**src/rtl/ifu_fetch_if.sv**
```systemverilog
`default_nettype none
// ============================================================================
// ifu_fetch_if : PC-in / imem / decode-out bundle for the fetch unit. Rev 1.0
// ============================================================================
interface ifu_fetch_if;
    logic        ifu_rx_valid;
    logic        ifu_rx_ready;
    logic [31:0] ifu_rx_pc;
    logic        ifu_flush;
    logic        imem_req_valid;
    logic        imem_req_ready;
    logic [31:0] imem_req_addr;
    logic        imem_rsp_valid;
    logic [31:0] imem_rsp_data;
    logic        ifu_tx_valid;
    logic        ifu_tx_ready;
    logic [31:0] ifu_tx_pc;
    logic [31:0] ifu_tx_inst;
    logic        ifu_tx_misalign;

    modport master (
        input  ifu_rx_valid, ifu_rx_pc, ifu_flush, imem_req_ready,
               imem_rsp_valid, imem_rsp_data, ifu_tx_ready,
        output ifu_rx_ready, imem_req_valid, imem_req_addr,
               ifu_tx_valid, ifu_tx_pc, ifu_tx_inst, ifu_tx_misalign
    );

    modport slave (
        output ifu_rx_valid, ifu_rx_pc, ifu_flush, imem_req_ready,
               imem_rsp_valid, imem_rsp_data, ifu_tx_ready,
        input  ifu_rx_ready, imem_req_valid, imem_req_addr,
               ifu_tx_valid, ifu_tx_pc, ifu_tx_inst, ifu_tx_misalign
    );
endinterface
`default_nettype wire

```
**src/rtl/ifu_fetch.sv**
```systemverilog
`default_nettype none
// ============================================================================
// ifu_fetch : in-order instruction fetch queue with flush/drain. Rev 1.0
// ============================================================================
module ifu_fetch #(
    parameter int unsigned DEPTH    = 2,
    parameter logic [31:0] NOP_INST = 32'h0000_0013
) (
    input  logic         clk,
    input  logic         rstn,
    ifu_fetch_if.master  bus
);
    localparam int unsigned AW = (DEPTH > 1) ? $clog2(DEPTH) : 1;
    localparam int unsigned CW = $clog2(DEPTH + 1);

    logic [31:0]    pc_q   [DEPTH];
    logic [31:0]    pc_d   [DEPTH];
    logic [31:0]    inst_q [DEPTH];
    logic [31:0]    inst_d [DEPTH];
    logic [DEPTH-1:0] mis_q, mis_d, done_q, done_d;
    logic [AW-1:0]  wr_ptr_q, wr_ptr_d, rd_ptr_q, rd_ptr_d;
    logic [CW-1:0]  occ_q, occ_d, drop_q, drop_d;

    logic           aligned, credit_ok, rx_fire, tx_fire;
    logic [CW:0]    used;
    logic           fill_hit;
    logic [AW-1:0]  fill_idx, scan_idx;
    logic [CW-1:0]  pend_cnt;

    assign aligned   = (bus.ifu_rx_pc[1:0] == 2'b00);
    assign used      = {1'b0, occ_q} + {1'b0, drop_q};
    assign credit_ok = (used < (CW+1)'(DEPTH));

    // Outputs are gated by rstn so they read idle while reset is held.
    assign bus.imem_req_valid = rstn && bus.ifu_rx_valid && aligned && credit_ok && !bus.ifu_flush;
    assign bus.ifu_rx_ready   = rstn && credit_ok && !bus.ifu_flush && (!aligned || bus.imem_req_ready);
    assign bus.imem_req_addr  = bus.ifu_rx_pc;
    assign bus.ifu_tx_valid   = rstn && (occ_q != '0) && done_q[rd_ptr_q] && !bus.ifu_flush;
    assign bus.ifu_tx_pc       = pc_q[rd_ptr_q];
    assign bus.ifu_tx_inst     = inst_q[rd_ptr_q];
    assign bus.ifu_tx_misalign = mis_q[rd_ptr_q];

    assign rx_fire = bus.ifu_rx_valid && bus.ifu_rx_ready;
    assign tx_fire = bus.ifu_tx_valid && bus.ifu_tx_ready;

    // Oldest not-done entry is the response target; misaligned entries are born done.
    always_comb begin
        fill_hit = 1'b0;
        fill_idx = '0;
        scan_idx = '0;
        pend_cnt = '0;
        for (int i = 0; i < DEPTH; i++) begin
            scan_idx = rd_ptr_q + AW'(i);
            if ((CW'(i) < occ_q) && !done_q[scan_idx]) begin
                pend_cnt = pend_cnt + CW'(1);
                if (!fill_hit) begin
                    fill_hit = 1'b1;
                    fill_idx = scan_idx;
                end
            end
        end
    end

    always_comb begin
        pc_d     = pc_q;
        inst_d   = inst_q;
        mis_d    = mis_q;
        done_d   = done_q;
        wr_ptr_d = wr_ptr_q;
        rd_ptr_d = rd_ptr_q;
        occ_d    = occ_q;
        drop_d   = drop_q;

        if (bus.ifu_flush) begin
            wr_ptr_d = '0;
            rd_ptr_d = '0;
            occ_d    = '0;
            if (drop_q == '0) begin
                drop_d = (bus.imem_rsp_valid && pend_cnt != '0) ? pend_cnt - CW'(1) : pend_cnt;
            end else begin
                drop_d = drop_q - CW'(bus.imem_rsp_valid) + pend_cnt;
            end
        end else begin
            if (bus.imem_rsp_valid) begin
                if (drop_q != '0) begin
                    drop_d = drop_q - CW'(1);
                end else if (fill_hit) begin
                    inst_d[fill_idx] = bus.imem_rsp_data;
                    done_d[fill_idx] = 1'b1;
                end
            end
            if (rx_fire) begin
                pc_d[wr_ptr_q]   = bus.ifu_rx_pc;
                inst_d[wr_ptr_q] = aligned ? 32'h0 : NOP_INST;
                mis_d[wr_ptr_q]  = !aligned;
                done_d[wr_ptr_q] = !aligned;
                wr_ptr_d         = wr_ptr_q + AW'(1);
            end
            if (tx_fire) begin
                rd_ptr_d = rd_ptr_q + AW'(1);
            end
            occ_d = occ_q + CW'(rx_fire) - CW'(tx_fire);
        end
    end

    always_ff @(posedge clk or negedge rstn) begin
        if (!rstn) begin
            for (int i = 0; i < DEPTH; i++) begin
                pc_q[i]   <= '0;
                inst_q[i] <= '0;
            end
            mis_q    <= '0;
            done_q   <= '0;
            wr_ptr_q <= '0;
            rd_ptr_q <= '0;
            occ_q    <= '0;
            drop_q   <= '0;
        end else begin
            pc_q     <= pc_d;
            inst_q   <= inst_d;
            mis_q    <= mis_d;
            done_q   <= done_d;
            wr_ptr_q <= wr_ptr_d;
            rd_ptr_q <= rd_ptr_d;
            occ_q    <= occ_d;
            drop_q   <= drop_d;
        end
    end
endmodule
`default_nettype wire

```
**src/flat_wrapper.sv**
```systemverilog
// flat-port wrapper written by rule: the top's interface ports become plain ports
module ifu_fetch_flat 
#(
    parameter int unsigned DEPTH    = 2,
    parameter logic [31:0] NOP_INST = 32'h0000_0013
)
  (clk, rstn, bus_ifu_rx_valid, bus_ifu_rx_pc, bus_ifu_flush, bus_imem_req_ready, bus_imem_rsp_valid, bus_imem_rsp_data, bus_ifu_tx_ready, bus_ifu_rx_ready, bus_imem_req_valid, bus_imem_req_addr, bus_ifu_tx_valid, bus_ifu_tx_pc, bus_ifu_tx_inst, bus_ifu_tx_misalign);
  ifu_fetch_if bus_i ();
  input  logic clk;
  input  logic rstn;
  input wire logic [$bits(bus_i.ifu_rx_valid)-1:0] bus_ifu_rx_valid;
  input wire logic [$bits(bus_i.ifu_rx_pc)-1:0] bus_ifu_rx_pc;
  input wire logic [$bits(bus_i.ifu_flush)-1:0] bus_ifu_flush;
  input wire logic [$bits(bus_i.imem_req_ready)-1:0] bus_imem_req_ready;
  input wire logic [$bits(bus_i.imem_rsp_valid)-1:0] bus_imem_rsp_valid;
  input wire logic [$bits(bus_i.imem_rsp_data)-1:0] bus_imem_rsp_data;
  input wire logic [$bits(bus_i.ifu_tx_ready)-1:0] bus_ifu_tx_ready;
  output wire logic [$bits(bus_i.ifu_rx_ready)-1:0] bus_ifu_rx_ready;
  output wire logic [$bits(bus_i.imem_req_valid)-1:0] bus_imem_req_valid;
  output wire logic [$bits(bus_i.imem_req_addr)-1:0] bus_imem_req_addr;
  output wire logic [$bits(bus_i.ifu_tx_valid)-1:0] bus_ifu_tx_valid;
  output wire logic [$bits(bus_i.ifu_tx_pc)-1:0] bus_ifu_tx_pc;
  output wire logic [$bits(bus_i.ifu_tx_inst)-1:0] bus_ifu_tx_inst;
  output wire logic [$bits(bus_i.ifu_tx_misalign)-1:0] bus_ifu_tx_misalign;
  assign bus_i.ifu_rx_valid = bus_ifu_rx_valid;
  assign bus_i.ifu_rx_pc = bus_ifu_rx_pc;
  assign bus_i.ifu_flush = bus_ifu_flush;
  assign bus_i.imem_req_ready = bus_imem_req_ready;
  assign bus_i.imem_rsp_valid = bus_imem_rsp_valid;
  assign bus_i.imem_rsp_data = bus_imem_rsp_data;
  assign bus_i.ifu_tx_ready = bus_ifu_tx_ready;
  assign bus_ifu_rx_ready = bus_i.ifu_rx_ready;
  assign bus_imem_req_valid = bus_i.imem_req_valid;
  assign bus_imem_req_addr = bus_i.imem_req_addr;
  assign bus_ifu_tx_valid = bus_i.ifu_tx_valid;
  assign bus_ifu_tx_pc = bus_i.ifu_tx_pc;
  assign bus_ifu_tx_inst = bus_i.ifu_tx_inst;
  assign bus_ifu_tx_misalign = bus_i.ifu_tx_misalign;
  ifu_fetch #(.DEPTH(DEPTH), .NOP_INST(NOP_INST)) u_core (.clk(clk), .rstn(rstn), .bus(bus_i));
endmodule
```
**config.mk**
```make
export PLATFORM = sky130hd
export DESIGN_NAME = ifu_fetch_flat
export DESIGN_NICKNAME = d
export VERILOG_FILES = /design/src/rtl/ifu_fetch_if.sv /design/src/rtl/ifu_fetch.sv /design/src/flat_wrapper.sv
export SDC_FILE = /design/constraint.sdc
export NUM_CORES = 1
export LEC_CHECK = 0
export ABC_AREA = 1
export CORE_MARGIN = 3
export CORE_UTILIZATION = 51
export DETAILED_ROUTE_END_ITERATION = 8
export GPL_ROUTABILITY_DRIVEN = 0
export MAX_ROUTING_LAYER = met4
export PLACE_DENSITY_LB_ADDON = 0.2
export SLEW_MARGIN = 20
export SYNTH_ARGS = -nofsm -noshare
export SYNTH_HDL_FRONTEND = slang
export SYNTH_SLANG_ARGS = --single-unit
```
**constraint.sdc**
```tcl
create_clock -name clk -period 2.5 [get_ports clk]
set_input_delay 0.5 -clock clk [delete_from_list [all_inputs] [get_ports clk]]
set_output_delay 0.5 -clock clk [all_outputs]
set_load 0.01 [all_outputs]
```
**Yosys cells after proc, flatten, opt, wreduce, memory -nomap -nowiden**

Index checks and enable logic that the tools add are counted.

- Flip-flop bits (word level): 138
- Logic and storage cells: 127

- Bitwise logic cells: 5
- Reductions and logical operators: 35
- $lt $le $gt $ge: 14
- Mux-type cells: 53
- Add/subtract/negate cells: 10

Operator list:

| cell | count |
|---|---|
| $mux 64 | 5 |
| $mux 32 | 8 |
| $bwmux 64 | 3 |
| $demux 32 s1 | 2 |
| $mux 2 | 12 |
| $logic_and 1x1->1 | 19 |
| $mux 1 | 18 |
| $reduce_bool 2->1 | 7 |
| $lt 1x2->1 const B | 4 |
| $ge 2x2->1 const B | 3 |
| $not 1->2 | 3 |
| $mux 5 | 1 |
| $bwmux 2 | 2 |
| $logic_not 1->1 | 4 |
| $logic_not 2->1 | 2 |
| $lt 1x2->1 const A | 2 |
| $lt 2x1->1 const B | 2 |
| $reduce_and 2->1 | 2 |
| $sub 2x1->2 | 2 |
| $sub 2x1->2 const B | 2 |
| $add 2x2->3 | 1 |
| $lt 3x2->1 const B | 1 |
| $add 1x1->1 const B | 2 |
| $add 1x1->2 const B | 1 |
| other kinds (7) | 9 |

**Longest topological paths before layout**

- Depth after elaboration: 19
- Mapped depth: 16

**Worst setup path after synthesis**

Ideal clock, no wire load.

- Path kind: flip-flop to flip-flop
- Start: reg u_core.drop_q[0]
- End: reg u_core.pc_q[27] (netlist name)
- Library setup time: 0.125 ns
- Path slack: 0.412 ns
- Path buffers: 2
- Cell stages (with the launch flop): 13
- Arrival: 1.963 ns
- Cells stage by stage: dfrtp_1 nand2_1 inv_1 fa_1 inv_1 nand2_1 nor2_4 nand3_2 inv_2 nand2_2 buf_6 buf_6 mux2_4

- Word-level cells in the longest chain between the ends: 7

Ends and longest elaborated chain:

| element | RTL line | text |
|---|---|---|
| from (decl) | ifu_fetch.sv:22 | `logic [CW-1:0] occ_q, occ_d, drop_q, drop_d;` |
| from (signal assigned) | ifu_fetch.sv:126 | `drop_q <= drop_d;` |
| $add 2x2->3 | ifu_fetch.sv:31 | `assign used = {1'b0, occ_q} + {1'b0, drop_q};` |
| $lt 3x2->1 | ifu_fetch.sv:32 | `assign credit_ok = (used < (CW+1)'(DEPTH));` |
| $logic_and 1x1->1 (3 in a row) | ifu_fetch.sv:36 | `assign bus.ifu_rx_ready = rstn && credit_ok && !bus.ifu_flush && (!aligned \|\| bus.imem_req_ready);` |
| $logic_and 1x1->1 | ifu_fetch.sv:43 | `assign rx_fire = bus.ifu_rx_valid && bus.ifu_rx_ready;` |
| $reduce_and 2->1 (no line) | - |  |
| to (signal assigned) | ifu_fetch.sv:119 | `pc_q <= pc_d;` |
| to (decl) | ifu_fetch.sv:16 | `logic [31:0] pc_q [DEPTH];` |

Every way passes these cells.
A chain may end at the register's enable or synchronous reset.

**Worst setup path in the final report**

- Start: reg u_core.rd_ptr_q
- End: out bus_ifu_tx_inst[11]

- Word-level cells in the longest chain between the ends: 4

Ends and longest elaborated chain:

| element | RTL line | text |
|---|---|---|
| from (decl) | ifu_fetch.sv:21 | `logic [AW-1:0] wr_ptr_q, wr_ptr_d, rd_ptr_q, rd_ptr_d;` |
| from (signal assigned) | ifu_fetch.sv:124 | `rd_ptr_q <= rd_ptr_d;` |
| $not 1->2 (not written as such) | ifu_fetch.sv:40 | `assign bus.ifu_tx_inst = inst_q[rd_ptr_q];` |
| $mux 32 (not written as such) (3 in a row) | ifu_fetch.sv:40 |  |
| to (decl) | flat_wrapper.sv:23 | `output wire logic [$bits(bus_i.ifu_tx_inst)-1:0] bus_ifu_tx_inst;` |

Every way passes these cells. The select of a mux whose other input is x is not followed.

==> impl_metrics.json <==
{
  "yosys_register_bits": 138,
  "min-delay-path-class": "in2async",
  "core_area_um2": 13930,
  "crit_path_max_fanout": 22,
  "cts-root-to-sink-buffers": 2,
  "fp.dieArea_um2": 15810,
  "filler_cell_count": 1070,
  "post_synth_main_area_contributors": "sky130_fd_sc_hd__dfrtp_1 47%, sky130_fd_sc_hd__nand2_1 16%, sky130_fd_sc_hd__o21ai_0 7.4%",
  "nets_in_the_synthesized_netlist": 1002,
  "p_leak_nw": 5.474,
  "final_layout_size_suffix_gt1_share_pct": 10.50,
  "cpLargestDelayFamily": "buffers and inverters",
  "antenna_cells_inserted": 0,
  "initial_utilization_pct": 52.47,
  "routed_wl_mm": 18.50,
  "vdd_drop_max_uv": 551.5,
  "netlist.top_cell.by_area": "sky130_fd_sc_hd__dfrtp_1",
  "timing.critical_path.cells": "clkbuf_16, o21ai_0, clkdlybuf4s50_1",
  "timing.final.crit_period_ns": 2.450,
  "first_global_vias": 6103,
  "grt_util_all_layers_pct": 23.76,
  "cp_data_required_time_ns": 2.00,
  "h-tree-depth": 4,
  "worst_tran_pin_value_ns": 0.7180,
  "dr_top_layer": "met4",
  "number_of_buffer_cells_added_on_primary_ports": 170,
  "slew_headroom_pct": 52.13,
  "cts.clk_slew.worst_paths_ns": 0.06,
  "total_cell_area_at_the_placement_stage_um2": 8981,
  "flow.area_growth_from_synthesis_pct": 35.22,
  "wl_met1_mm": 8.033,
  "syn-instance-count": 924,
  "sequential_cell_area_um2": 3457,
  "switch_share_pct": 29.81,
  "comb_power_share_pct": 30.3,
  "grt_pass1_wl_mm": 30.00,
  "synth_top_area_share_pct": 47.23,
  "timing_hold_violations_final": 0,
  "cts_hold_buf": 0,
  "buf_inv_on_cp": 2,
  "crit-reg2reg-launch": "u_core.drop_q[0]",
  "clock_sinks": 138,
  "cts_buffers": 17,
  "global_route_congestion_overflow_total": 0,
  "wire_per_inst_um": 14.83,
  "grt_antenna_before_repair": 0,
  "crit_path_start": "u_core.rd_ptr_q",
  "ys_warn_count": 0,
  "yosys.cell_count.top_type": "sky130_fd_sc_hd__nand2_1",
  "detail_route.vias_per_cell": 5.160,
  "setup_crit_end_kind": "primary output",
  "firstDrtPassIters": 5,
  "finish.net_count": 1132,
  "maxClockFrequency_ghz": 0.4081,
  "finalCritPeriodShare_pct": 98.02,
  "post-route-drc-count": 0,
  "worstSetupPathType": "reg2out",
  "fin_hold_ws_ns": 0.2316,
  "detailed_route_iter0_violations": 565,
  "post-dp-hpwl_mm": 11.18,
  "met3WireLength_mm": 1.189,
  "multi_input_area_um2": 2949,
  "finalInstanceArea_um2": 9887,
  "syn-cell-area_um2": 7312,
  "seqPwrFrac_pct": 36.2,
  "final_max_slew_viol_count": 0,
  "dr_wl_met2_mm": 9.018,
  "cp_slowest_cell": "sky130_fd_sc_hd__dfrtp_4",
  "timing.critical_path.arrival_ns": 1.95,
  "tritoncts": "built",
  "synth-edff-count": 0,
  "dominantRegCellSynth": "sky130_fd_sc_hd__dfrtp_1",
  "commonest_cells_post_synth": "303 x sky130_fd_sc_hd__nand2_1, 138 x sky130_fd_sc_hd__dfrtp_1, 115 x sky130_fd_sc_hd__inv_1",
  "synth_seq_area_share_pct": 47.23,
  "grt_max_degree": 139,
  "power-per-cell-area_nw_per_um2": 871.4,
  "drtAntennaViolNets": 0,
  "power_frac_clock_pct": 33.6,
  "num_vias": 6434,
  "fp.dieW_um": 125.7,
  "slowest_delay_ns": 0.58,
  "worstSkewPairLatency_ns": 0.42,
  "p_int_mw": 6.047,
  "synthArstFlopShare_pct": 100.0,
  "cts_root_buf": "sky130_fd_sc_hd__clkbuf_16",
  "rows": 43,
  "finalSetupViolations": 0,
  "fin_worst_skew_ns": 0.006484,
  "fin_util_pct": 70.95,
  "cp_startpoint_kind": "flop",
  "maxCapViolations": 0,
  "power.switching_mw": 2.569,
  "outcome": "complete, no violations",
  "design.portCount": 171,
  "avgSynthCellArea_um2": 7.913,
  "synthDistinctLibCells": 30,
  "die_h_um": 125.7
}
## per-layer routing
metal,track usage [%],vias to the layer above
met2,37.35,223
met3,5.768,19
met5,-,-
li1,-,3142
met1,31.05,3050
met4,6.751,0
## state kept, by name, indices dropped and copies added, names as in the netlist
signal / flops
u_core.done_q: 2
u_core.drop_q: 2
u_core.inst_q: 64
u_core.mis_q: 2
u_core.occ_q: 2
u_core.pc_q: 64
u_core.rd_ptr_q: 1
u_core.wr_ptr_q: 1
## what timing repair did
item | 4_1_cts | 5_1_grt
gates cloned | 1 | 1
buffers inserted | 3 | 0
setup endpoints to repair | 24 | 68
resized for setup | 23 | 65
## power groups by stage
stage,Clock (mW),Combinational (mW),Sequential (mW)
final,2.89,2.61,3.11
after global routing,3.00,2.93,3.18
after CTS,2.92,2.73,3.11
after detailed placement,0,2.70,3.14
after global placement,0,2.65,3.11
after floorplan,0,1.41,3.07
## per-stage QoR
step	setup WS (ns)	total power, mW	setup TNS, ns	instances
floorplan	0.4117	4.481	0	924
global placement	0.1237	5.762	0	1210
detailed placement	0.09303	5.840	0	1210
CTS	-0.01913	8.754	-0.01913	1246
global route	-0.003423	9.115	-0.004227	1247
finish	0.04951	8.616	0	1247
## worst paths after layout
kind,end,cells past startpoint,slack (ns)
worst max-delay path,bus_ifu_tx_inst[11],3,0.05
worst min-delay path,u_core.occ_q[0],2,0.23
worst min register to register,u_core.inst_q[13],2,0.48
min in group clk,u_core.inst_q[13],2,0.48
worst max register to register,u_core.inst_q[24],14,0.18
max in group asynchronous,u_core.rd_ptr_q,2,1.75
## cells in the final DEF, fill, tap and decap left out, types with 3 or more instances in the layout
cell                              count
sky130_fd_sc_hd__a21oi_1             24
sky130_fd_sc_hd__buf_12               7
sky130_fd_sc_hd__buf_4                9
sky130_fd_sc_hd__bufinv_16            6
sky130_fd_sc_hd__clkbuf_16           18
sky130_fd_sc_hd__clkdlybuf4s50_1    108
sky130_fd_sc_hd__clkinv_2             3
sky130_fd_sc_hd__clkinvlp_4           3
sky130_fd_sc_hd__dfrtp_1            137
sky130_fd_sc_hd__dlygate4sd2_1        7
sky130_fd_sc_hd__dlymetal6s2s_1      51
sky130_fd_sc_hd__ha_1                 6
sky130_fd_sc_hd__inv_1              115
sky130_fd_sc_hd__inv_2                5
sky130_fd_sc_hd__mux2_2              27
sky130_fd_sc_hd__mux2_4               5
sky130_fd_sc_hd__nand2_1            302
sky130_fd_sc_hd__nand2_2              5
sky130_fd_sc_hd__nand3_1             16
sky130_fd_sc_hd__nand3_2              4
sky130_fd_sc_hd__nor2_1              26
sky130_fd_sc_hd__o211ai_1            30
sky130_fd_sc_hd__o21ai_0             99
sky130_fd_sc_hd__o21ai_1             25
## area by class of cell
cell class,instances,share of cell area [%]
sequential,138,34.97
clock buffer,20,4.619
clock inverter,12,2.215
multi-input combinational,583,29.83
tap,180,2.278
inverter,123,4.758
timing repair buffer,191,21.34
## kinds of logic (layout without fill, tap and decap cells)
kind of cell	after synthesis	count (layout)	share of synthesized area (%)
compound gates	181	181	13.62
xor+xnor	3	3	0.3594
simple gates	360	360	19.59
flops	138	138	47.23
fa+ha+maj	7	7	1.300
mux	32	32	5.185
buf+inv	203	346	12.71
Note: power is estimated with default switching activity, not from simulation.
